`src/rtl/if_pkg.sv`:
```
// Shared front-end types: next-PC select encoding and per-instruction prediction metadata.
package if_pkg;

    localparam int unsigned XLEN = 32;

    typedef enum logic [1:0] {
        SEL_SEQ      = 2'b00,
        SEL_NT_T_FIX = 2'b01,
        SEL_JUMP     = 2'b10,
        SEL_T_NT_FIX = 2'b11
    } pc_sel_e;

    typedef struct packed {
        logic            valid;
        logic [XLEN-1:0] pc;
        logic            pred_taken;
    } pred_meta_t;

endpackage

```
`src/rtl/pred_meta_pipe.sv`:
```
// ID/EX prediction-metadata slots: stall holds ID and bubbles EX; flush invalidates both.
module pred_meta_pipe
    import if_pkg::*;
(
    input  logic            clk_i,
    input  logic            reset_i,
    input  logic            stall_i,
    input  logic            flush_i,
    input  logic [XLEN-1:0] pc_i,
    input  logic            pred_i,
    output pred_meta_t      id_o,
    output pred_meta_t      ex_o
);

    pred_meta_t id_q, id_d;
    pred_meta_t ex_q, ex_d;

    always_comb begin
        id_d = id_q;
        ex_d = id_q;
        if (flush_i) begin
            id_d = '{valid: 1'b0, pc: pc_i, pred_taken: pred_i};
            ex_d.valid = 1'b0;
        end else if (stall_i) begin
            ex_d.valid = 1'b0;
        end else begin
            id_d = '{valid: 1'b1, pc: pc_i, pred_taken: pred_i};
        end
    end

    always_ff @(posedge clk_i) begin
        if (reset_i) begin
            id_q <= '0;
            ex_q <= '0;
        end else begin
            id_q <= id_d;
            ex_q <= ex_d;
        end
    end

    assign id_o = id_q;
    assign ex_o = ex_q;

endmodule

```
`src/rtl/pc_redirect_ctrl.sv`:
```
// Fetch PC register, EX-stage prediction resolution, flush/redirect control, YAGS training and perf counters.
module pc_redirect_ctrl
    import if_pkg::*;
#(
    parameter int unsigned size     = 32,
    parameter logic [size-1:0] RESET_PC = '0,
    parameter int unsigned CNT_W    = 32
) (
    input  logic             clk,
    input  logic             reset,
    input  logic             stall_in,
    input  logic             pred_taken_IF,
    input  logic [size-1:0]  next_pc_in,
    input  logic             branch_EX,
    input  logic             branch_taken_EX,
    input  logic             jump_EX,
    output logic [size-1:0]  PC_out,
    output logic [size-1:0]  PC_EX,
    output logic [1:0]       PC_adder_mux_select,
    output logic             jump_flag_EX_out,
    output logic             flush_IF_ID,
    output logic             flush_ID_EX,
    output logic             yags_update_valid,
    output logic             yags_update_taken,
    output logic [size-1:0]  yags_update_pc,
    output logic [CNT_W-1:0] branch_count,
    output logic [CNT_W-1:0] mispredict_count
);

    pred_meta_t id_meta, ex_meta;
    pc_sel_e    sel;
    logic       redirect, is_branch, is_mispred;

    logic [size-1:0]  pc_q, upd_pc_q;
    logic             upd_valid_q, upd_taken_q;
    logic [CNT_W-1:0] br_cnt_q, mis_cnt_q;

    pred_meta_pipe u_meta (
        .clk_i   (clk),
        .reset_i (reset),
        .stall_i (stall_in),
        .flush_i (redirect),
        .pc_i    (XLEN'(pc_q)),
        .pred_i  (pred_taken_IF),
        .id_o    (id_meta),
        .ex_o    (ex_meta)
    );

    always_comb begin
        sel              = SEL_SEQ;
        jump_flag_EX_out = 1'b0;
        if (ex_meta.valid) begin
            if (jump_EX) begin
                sel              = SEL_JUMP;
                jump_flag_EX_out = 1'b1;
            end else if (branch_EX && branch_taken_EX && !ex_meta.pred_taken) begin
                sel = SEL_NT_T_FIX;
            end else if (branch_EX && !branch_taken_EX && ex_meta.pred_taken) begin
                sel = SEL_T_NT_FIX;
            end
        end
    end

    assign redirect   = (sel != SEL_SEQ);
    // A jump that also shows branch flags is still a jump: it neither trains nor counts as a branch.
    assign is_branch  = ex_meta.valid && branch_EX && !jump_EX;
    assign is_mispred = (sel == SEL_NT_T_FIX) || (sel == SEL_T_NT_FIX);

    always_ff @(posedge clk) begin
        if (reset) begin
            pc_q        <= RESET_PC;
            upd_valid_q <= 1'b0;
            upd_taken_q <= 1'b0;
            upd_pc_q    <= '0;
            br_cnt_q    <= '0;
            mis_cnt_q   <= '0;
        end else begin
            if (redirect || !stall_in) pc_q <= next_pc_in;
            upd_valid_q <= is_branch;
            if (is_branch) begin
                upd_taken_q <= branch_taken_EX;
                upd_pc_q    <= size'(ex_meta.pc);
                br_cnt_q    <= br_cnt_q + CNT_W'(1);
            end
            if (is_mispred) mis_cnt_q <= mis_cnt_q + CNT_W'(1);
        end
    end

    assign PC_out              = pc_q;
    assign PC_EX               = size'(ex_meta.pc);
    assign PC_adder_mux_select = sel;
    assign flush_IF_ID         = redirect;
    assign flush_ID_EX         = redirect;
    assign yags_update_valid   = upd_valid_q;
    assign yags_update_taken   = upd_taken_q;
    assign yags_update_pc      = upd_pc_q;
    assign branch_count        = br_cnt_q;
    assign mispredict_count    = mis_cnt_q;

endmodule

```
`config.mk`:
```
export PLATFORM = sky130hd
export DESIGN_NAME = pc_redirect_ctrl
export DESIGN_NICKNAME = d
export VERILOG_FILES = /design/src/rtl/if_pkg.sv /design/src/rtl/pred_meta_pipe.sv /design/src/rtl/pc_redirect_ctrl.sv
export SDC_FILE = /design/constraint.sdc
export NUM_CORES = 1
export LEC_CHECK = 0
export ABC_CLOCK_PERIOD_IN_PS = 2400
export CAP_MARGIN = 20
export CORE_MARGIN = 2
export CORE_UTILIZATION = 48
export DETAILED_ROUTE_END_ITERATION = 10
export GPL_ROUTABILITY_DRIVEN = 0
export GPL_TIMING_DRIVEN = 0
export PLACE_DENSITY = 0.81
export SYNTH_ARGS = -nofsm -noshare
export SYNTH_HDL_FRONTEND = slang
export SYNTH_SLANG_ARGS = --single-unit
```
`constraint.sdc`:
```
create_clock -name clk -period 2.4 [get_ports clk]
set_clock_uncertainty 0.2 [all_clocks]
set_input_delay 0.36 -clock clk [delete_from_list [all_inputs] [get_ports clk]]
set_output_delay 0.36 -clock clk [all_outputs]
set_load 0.02 [all_outputs]
```
==> metrics.txt <==
run status=completed; Worst slew margin=60.3%; later-pin clock latency in the skew report=0.43 ns; antenna violations before repair=0; hold_buf cts=0; Final Hold Fails=0; post-synth cell types=46; Syn Std Cell Area=8230 µm²; CP delay by family, top=simple AND/OR/NAND/NOR gates; Worst Tran Pin Value=0.596 ns; # Max-Cap Violations=0; CP max stage delay=0.45 ns; vias in the first global route=6934; core area=16600 µm²; WHS=0.189 ns; I/O pin total=206; met2 GRT Util=40.9%; GR Util met3=8.22%; part of the Yosys area used for sequential elements=48.2%; leakage=4.11 nW; share of layout cells above drive strength 1=11.7%; Place WS=-0.916 ns; fmax=429 MHz; Total Power=6.94 mW; diode count=0; # port buffers=203; largest net degree at the start of global routing=17; routed vias/inst=5.27; Syn Inst Count=908; Seq cells post-synth=198; Post-synth EDFFs=0; Slew Limit Fails=0; min-delay src=reset; list of most frequent post-synthesis cells=dfxtp_1 (198), nand2_1 (87), nand2b_1 (64); nets=1174; Storage cell area=3970 µm²; multi-input logic area=3760 µm²; DR DRC count=0; Synth area leaders=dfxtp_1 (48%), nand2b_1 (4.9%), nor2b_1 (4.7%); CP max FO=10; Worst setup EP type=flip-flop; DP Area=10500 µm²; Die Area=18200 µm²; crit path from=branch_count[6]; GRT busiest layer=met2; DPL Wire Length=16500 µm; gr ovfl total=0; CTS tree=yes; Syn Area/Cell=9.06 µm²; Die Width=135 µm; Iter 0 DRT Violations=365; # rows=47; clock sinks=198; fin util=67.6%; total number of vias=7193; RR Endpoint=branch_count[27]; CP Data Arrival Time=2.45 ns; Post-DRT Antenna Nets=0; CP Buf/Inv Count=2; Reg-to-Reg Start=branch_count[6]; min cycle time layout=2.33 ns; Synth area leader=dfxtp_1; Die Y=135 µm; Worst VDD drop=0.553 mV; most frequent cell after synthesis=dfxtp_1; CTS H-tree depth=4; dominant synthesized flop cell=dfxtp_1; power per cell area=616 nW/µm²; fin area=11300 µm²; Mapped Nets=949; cts bufs inserted=17; clock tree buffer depth=2; crit share post-route=97.2%; Setup CP Type=reg2reg; GRT met1 Usage=29.0%; post-synthesis async set-or-reset flop share=0%; WHS Endpoint=u_meta.ex_o[30]; CTS clock-pin slew for the worst setup and hold paths=0.07 ns; hold path depth=2; DR pass1 iterations=5; CP startpoint kind=flip-flop; routed wire length=22400 µm; Starting Density=49.4%; worst hold path type=in2reg; required time of the worst setup path=2.51 ns; Root Driver=clkbuf_16; worst reg-to-reg setup slack=0.07 ns; P&R area growth vs syn=36.8%; global-route wire length before repair=35100 µm; PnR worst setup slack=0.0677 ns; area share of the largest cell type after synthesis=48.2%; Routed WL per cell=16.4 µm; endpoints failing setup=0; synth warn=0; Layout fillers=1324; crit-path cells=nand4_2, or2_1, clkbuf_1, clkbuf_2, nor4_2, mux2_2; Slowest-stage cell, CP=dfxtp_1; All-Layer GR Usage=24.5%; Worst Reg2Reg Path Length in Cells=6
==> cells in the final DEF, fill, tap and decap left out, types with 2 or more instances in the layout <==
cell type        netlist  routed
buf_1                  7       5
buf_2                  3       3
and2_1                 5       4
nand3_1               21      21
dfxtp_2                0       7
nand2_1               87      86
clkbuf_2               0       7
clkdlybuf4s50_1        0     196
o31ai_1                4       4
clkbuf_1              48      44
or4_1                  5       5
clkinvlp_4             0       3
a21oi_1               49      48
clkbuf_16              0      17
nor2_1                57      56
xnor2_1                5       5
clkinv_2               0       3
nand2b_1              64      64
bufinv_16              0       4
nor3_1                16      16
dfxtp_1              198     191
ha_1                   2       2
o21ai_0               42      42
inv_1                 14      14
mux2_2                27      27
and3_1                 5       5
or3_1                 11      11
nor2b_1               62      62
dlygate4sd2_1          0       5
nor4_2                 2       6
nor4_1                19      15
nand4_1               10      10
mux2_1                 8       8
buf_4                 37      42
and4_1                 9       9
o211ai_1              32      32
mux2i_1               33      33
xor2_1                 9       8
==> report_power, final <==
part | internal [mW] | leakage, nW | switching, mW | total (mW)
Sequential | 3.36 | 1.61 | 0.0357 | 3.39
Clock | 1.77 | 0.296 | 1.24 | 3.01
Combinational | 0.244 | 2.20 | 0.290 | 0.534
Total | 5.37 | 4.11 | 1.56 | 6.94
==> routing by layer <==
metal	share of wire, %	wire length (µm)
met1	40	9040
met2	48	10700
met3	8.9	1990
met4	2.7	615
met5	0	0
==> per-stage QoR <==
step	TNS [ns]	cells
floorplan	0	908
global placement	-57.17	1331
detailed placement	-59.84	1331
CTS	0	1363
global route	-0.0168	1366
finish	0	1366
==> how the worst max path moves through the flow <==
stage	end	slack, ns	cells past startpoint
after detailed placement	flush_IF_ID	-0.92	6
after CTS	branch_count[27]	0.02	6
after global placement	flush_IF_ID	-0.90	6
after global routing	branch_count[29]	-0.02	6
final	branch_count[27]	0.07	6
after floorplan	mispredict_count[25]	0.09	5
==> area by class of cell <==
type,count,share of cell area [%]
plain buffers,95,4.58
multi-input cells,599,33.4
well taps,220,2.44
inverters,15,0.500
clock buffers,20,3.97
repair buffers,207,18.2
flip-flops and latches,198,35.3
clock inverters,12,1.56
==> cell families after synthesis <==
logic type                 count (synthesis)  share of synthesized area (%)
xor gates and xnor gates                  14                           1.49
DFF                                      198                           48.2
adders and majority gates                  2                          0.304
AOI/OAI and AO/OA                        133                           9.37
buffers and inverters                    111                           6.89
and+or+nand+nor                          382                           25.0
muxes                                     68                           8.80
==> worst reg2reg max path: cells and delay by family, from the launching register on <==
kind	cells	cell delay (ns)
DFF	1	0.45
muxes	1	0.37
buffers and inverters	2	0.45
and+or+nand+nor	3	0.74
==> repair_timing <==
item | in CTS | in global routing
pin swaps | 1 | 0
setup buffers | 1 | 3
setup endpoints to repair | 64 | 25
resized for setup | 16 | 24
==> state kept, by name, summed over array words and instances, names as in the netlist <==
name and flops:
PC_out 32, branch_count 32, mispredict_count 32, u_meta.ex_o 34, u_meta.id_o 34, yags_update_pc 32
yags_update_taken 1, yags_update_valid 1
No activity file was read; power rests on OpenSTA's default activity.
